--- src/rtl/fetch_stage.sv ---
// Instruction-fetch stage: owns the PC, reads instruction memory, and feeds decode.
// It has a one-entry skid buffer for decode stalls and a flush path for redirects.
module fetch_stage #(
    parameter logic [31:0] RESET_PC  = 32'h4000_0060,
    parameter logic [31:0] NOP_INSTR = 32'h0000_0013
) (
    input  logic        clk,
    input  logic        rst,
    output logic [31:0] imem_address_o,
    output logic        imem_read_o,
    input  logic [31:0] imem_rdata_i,
    input  logic        imem_resp_i,
    input  logic        stall_i,
    input  logic        redirect_i,
    input  logic [31:0] redirect_pc_i,
    output logic [31:0] fetched_instruction_o,
    output logic [31:0] PC_val_o,
    output logic        valid_o
);

    typedef enum logic [1:0] {
        S_FETCH = 2'd0,
        S_DRAIN = 2'd1,
        S_FLUSH = 2'd2
    } state_t;

    state_t      r_state;
    state_t      w_state_nxt;

    logic        r_run;
    logic [31:0] r_pc;
    logic [31:0] r_target;
    logic [31:0] r_out_instr;
    logic [31:0] r_out_pc;
    logic        r_valid;
    logic [31:0] r_skid_instr;
    logic [31:0] r_skid_pc;

    logic [31:0] w_pc_nxt;
    logic [31:0] w_target_nxt;
    logic [31:0] w_out_instr_nxt;
    logic [31:0] w_out_pc_nxt;
    logic        w_valid_nxt;
    logic [31:0] w_skid_instr_nxt;
    logic [31:0] w_skid_pc_nxt;

    logic [31:0] w_tgt;
    logic [31:0] w_pc_inc;
    logic        w_can_load;

    assign w_tgt      = redirect_pc_i & 32'hFFFF_FFFC;
    assign w_pc_inc   = r_pc + 32'd4;
    assign w_can_load = !r_valid || !stall_i;

    // State register
    always_ff @(posedge clk or posedge rst) begin
        if (rst) begin
            r_state <= S_FETCH;
        end else begin
            r_state <= w_state_nxt;
        end
    end

    // Next-state logic
    always_comb begin
        w_state_nxt = r_state;
        case (r_state)
            S_FETCH: begin
                if (redirect_i) begin
                    if (!imem_resp_i) begin
                        w_state_nxt = S_FLUSH;
                    end
                end else if (imem_resp_i && !w_can_load) begin
                    w_state_nxt = S_DRAIN;
                end
            end
            S_DRAIN: begin
                if (redirect_i || !stall_i) begin
                    w_state_nxt = S_FETCH;
                end
            end
            S_FLUSH: begin
                if (imem_resp_i) begin
                    w_state_nxt = S_FETCH;
                end
            end
            default: w_state_nxt = S_FETCH;
        endcase
    end

    // r_run keeps the read request low for as long as reset is held.
    always_comb begin
        imem_read_o    = r_run && (r_state != S_DRAIN);
        imem_address_o = r_pc;
    end

    assign fetched_instruction_o = r_out_instr;
    assign PC_val_o              = r_out_pc;
    assign valid_o               = r_valid;

    always_comb begin
        w_pc_nxt         = r_pc;
        w_target_nxt     = r_target;
        w_out_instr_nxt  = r_out_instr;
        w_out_pc_nxt     = r_out_pc;
        w_valid_nxt      = r_valid;
        w_skid_instr_nxt = r_skid_instr;
        w_skid_pc_nxt    = r_skid_pc;

        if (redirect_i) begin
            w_valid_nxt     = 1'b0;
            w_out_instr_nxt = NOP_INSTR;
            // An outstanding read cannot be aborted, so park the target.
            if (r_state == S_DRAIN || imem_resp_i) begin
                w_pc_nxt = w_tgt;
            end else begin
                w_target_nxt = w_tgt;
            end
        end else begin
            case (r_state)
                S_FETCH: begin
                    if (imem_resp_i) begin
                        w_pc_nxt = w_pc_inc;
                        if (w_can_load) begin
                            w_out_instr_nxt = imem_rdata_i;
                            w_out_pc_nxt    = r_pc;
                            w_valid_nxt     = 1'b1;
                        end else begin
                            w_skid_instr_nxt = imem_rdata_i;
                            w_skid_pc_nxt    = r_pc;
                        end
                    end else if (r_valid && !stall_i) begin
                        w_valid_nxt     = 1'b0;
                        w_out_instr_nxt = NOP_INSTR;
                    end
                end
                S_DRAIN: begin
                    if (!stall_i) begin
                        w_out_instr_nxt = r_skid_instr;
                        w_out_pc_nxt    = r_skid_pc;
                        w_valid_nxt     = 1'b1;
                    end
                end
                S_FLUSH: begin
                    if (imem_resp_i) begin
                        w_pc_nxt = r_target;
                    end
                end
                default: begin
                    w_valid_nxt     = 1'b0;
                    w_out_instr_nxt = NOP_INSTR;
                end
            endcase
        end
    end

    always_ff @(posedge clk or posedge rst) begin
        if (rst) begin
            r_run        <= 1'b0;
            r_pc         <= RESET_PC;
            r_target     <= RESET_PC;
            r_out_instr  <= NOP_INSTR;
            r_out_pc     <= RESET_PC;
            r_valid      <= 1'b0;
            r_skid_instr <= NOP_INSTR;
            r_skid_pc    <= RESET_PC;
        end else begin
            r_run        <= 1'b1;
            r_pc         <= w_pc_nxt;
            r_target     <= w_target_nxt;
            r_out_instr  <= w_out_instr_nxt;
            r_out_pc     <= w_out_pc_nxt;
            r_valid      <= w_valid_nxt;
            r_skid_instr <= w_skid_instr_nxt;
            r_skid_pc    <= w_skid_pc_nxt;
        end
    end

endmodule

--- config.mk ---
export PLATFORM = sky130hd
export DESIGN_NAME = fetch_stage
export DESIGN_NICKNAME = d
export VERILOG_FILES = /design/src/rtl/fetch_stage.sv
export SDC_FILE = /design/constraint.sdc
export NUM_CORES = 1
export LEC_CHECK = 0
export CAP_MARGIN = 20
export CORE_MARGIN = 3
export CORE_UTILIZATION = 47
export CTS_CLUSTER_DIAMETER = 60
export DETAILED_ROUTE_END_ITERATION = 10
export PLACE_DENSITY = 0.82
export SLEW_MARGIN = 20
export SYNTH_ARGS = -nofsm -noshare
export SYNTH_HDL_FRONTEND = slang
export SYNTH_SLANG_ARGS = --single-unit
--- constraint.sdc ---
create_clock -name clk -period 5.21 [get_ports clk]
set_input_delay 0.521 -clock clk [delete_from_list [all_inputs] [get_ports clk]]
set_output_delay 0.521 -clock clk [all_outputs]
set_load 0.02 [all_outputs]
==> metrics.yaml <==
mostFrequentLayoutCells: "dfrtp_1, clkdlybuf4s50_1, nand2_1"
mostFrequentLayoutCell: "dfrtp_1"
max_slew_margin: 0.353
coreArea_um2: 18300
dieArea_um2: 20600
final_cells: 1172
cts_resized: 0
endpoint_kind: "primary output"
start_kind: "register"
cp.required_ns: 4.69
syn_to_final_growth_pct: 25.7
seq_area_frac_synth: 0.532
hold_violations: 0
syn_avg_cell_area_um2: 11.0
die_w_um: 144
power_leakage_nw: 4.69
postCtsSetupBuffers: 0
synth_cell_types: 64
dp_hpwl_um: 14600
cts_hold_buf: 0
ys_warn_count: 0
grt_max_degree: 103
drcViolationCount: 0
finalSetupViolations: 0
vias: 6820
gp_congestion: 0.817
port_buffers: 160
fillers: 1471
p_int_mw: 2.91
wirelength_met1_um: 9550
hold_path.class: "in2reg"
ys_ff_latch: 188
dp_cells: 1140
synth_edf_count: 0
clockBufferDepth: 2
vdd.ir_drop.worst_mv: 0.202
dr.max_layer_used: "met4"
comb_power_share: 0.222
initialDrtViolationCount: 519
h-tree-depth: 4
dieHeight_um: 144
met2_length_um: 10600
diodes: 0
wl_um: 22000
fin_nets: 1000
finalCritPeriodShare: 0.607
seqPwrFrac: 0.470
syn_inst: 805
p_per_area_nw_per_um2: 379
viasPerCell: 5.82
cts_buffers: 17
critPathKind: "reg2out"
synth_ff_type: "dfrtp_1"
crit_fanout: 65
wl_per_cell_um: 18.8
clk_latency_ns: 0.43
fmax_mhz: 316
row_count: 49
yosys-top-cells-area: "dfrtp_1, mux2_1, dfstp_2"
setup_tns_ns: 0
swShare: 0.313
clkPwrFrac: 0.308
tightest_slew_ns: 0.968
ant_nets: 0
start_util: 0.486
grt_pass1_vias: 6754
synth.largest_area_cell: "dfrtp_1"
drv_cap: 0
root_buffer: "clkbuf_16"
tritoncts: "built"
worstPathArrival_ns: 2.64
wl_met3_um: 1410
final_max_slew_viol_count: 0
gr-total-overflow: 0
async_flop_share: 1.00
clk_pin_slew_ns: 0.08
grt_pass1_wl_um: 35200
rsz0062_at_grt: "false"
ioPinCount: 167
status: "completed"
power_switching_mw: 1.32
netlist_area_um2: 8890
fin_skew_ns: 0.0129
cts.sinks: 188
finalCriticalPeriod_ns: 3.16
drive_above_1_share: 0.124
yosysTopAreaCellShare: 0.479
r2r_slack_ns: 2.34
track_usage: 0.215
drtPass1Iterations: 6
antenna_found_initial: 0
area by class of cell:
class | instances | area (µm²) | area share
Timing Repair Buffer | 174 | 1720 | 0.154
Tap cell | 229 | 287 | 0.0257
Multi-Input combinational cell | 538 | 3790 | 0.339
Clock inverter | 15 | 173 | 0.0155
Clock buffer | 17 | 425 | 0.0381
Inverter | 11 | 45.0 | 0.00403
Sequential cell | 188 | 4730 | 0.423
through the flow:
step / total power, mW / setup slack, ns / utilization / area, µm² / hold WS [ns]
finish: 4.24 / 2.05 / 0.611 / 11200 / 0.441
global route: 4.44 / 1.92 / 0.611 / 11200 / 0.432
CTS: 4.26 / 2.03 / 0.611 / 11200 / 0.415
detailed placement: 2.95 / 1.82 / 0.578 / 10600 / 0.454
global placement: 2.91 / 1.83 / 0.577 / 10500 / 0.451
floorplan: 2.51 / 2.28 / - / 8900 / 0.458
worst paths after layout:
path / start / to / depth (start not counted)
hold / removal: redirect_i / fetched_instruction_o[4] / 3
hold reg to reg: PC_val_o[5] / PC_val_o[5] / 2
setup / recovery: r_state[0] / imem_read_o / 4
max in group asynchronous: rst / fetched_instruction_o[16] / 3
setup reg to reg: r_state[0] / r_skid_instr[17] / 6
min in group asynchronous: rst / imem_address_o[4] / 2
critical path, cell delays in order, from the launching register on:
cell             delay, ns
dfrtp_1               0.57
nor2b_4               0.23
buf_4                 0.73
nor2b_1               0.10
clkdlybuf4s50_1       0.59
routing by layer:
layer	GRT usage	vias to the layer above
met5	0	-
met4	0.0778	0
met3	0.0483	36
met2	0.350	251
met1	0.285	3377
li1	-	3156
flip-flops by register name, indices dropped and copies added, names as in the netlist:
register               count
imem_address_o            30
PC_val_o                  30
r_state                    2
valid_o                    1
fetched_instruction_o     32
r_target                  30
r_skid_instr              32
r_run                      1
r_skid_pc                 30
cell usage after synthesis (all sizes together), types with 3 or more instances:
| cell type | count |
|---|---|
| a211oi | 9 |
| a21o | 3 |
| a21oi | 27 |
| a22oi | 29 |
| a31oi | 7 |
| a41oi | 5 |
| and2 | 4 |
| and3 | 19 |
| buf | 50 |
| clkbuf | 21 |
| dfrtp | 170 |
| dfstp | 18 |
| inv | 11 |
| mux2 | 92 |
| mux2i | 27 |
| nand2 | 102 |
| nand3 | 10 |
| nand4 | 7 |
| nor2 | 28 |
| nor2b | 4 |
| nor3 | 8 |
| nor4 | 3 |
| o21ai | 68 |
| o221ai | 4 |
| o22a | 5 |
| o31ai | 33 |
| xnor2 | 3 |
| xor2 | 8 |
power by group through the flow:
stage | sequential [mW] | combinational, mW | clock, mW
final | 1.99 | 0.940 | 1.31
after detailed placement | 2.01 | 0.941 | 0
after global routing | 2.03 | 1.02 | 1.39
after floorplan | 2.08 | 0.433 | 0
after CTS | 1.99 | 0.950 | 1.33
after global placement | 1.99 | 0.915 | 0
kinds of logic after synthesis:
| group | count (synthesis) | share of synthesized area |
|---|---|---|
| AND/OR/NAND/NOR | 193 | 0.106 |
| buffers and inverters | 82 | 0.0479 |
| flip-flops | 188 | 0.532 |
| XOR/XNOR | 11 | 0.0108 |
| other | 2 | 0.000845 |
| adder cells (fa/ha/maj) | 1 | 0.00141 |
| AO/OA/AOI/OAI | 209 | 0.154 |
| multiplexers | 119 | 0.147 |
Power figures use the tool's default switching activity.
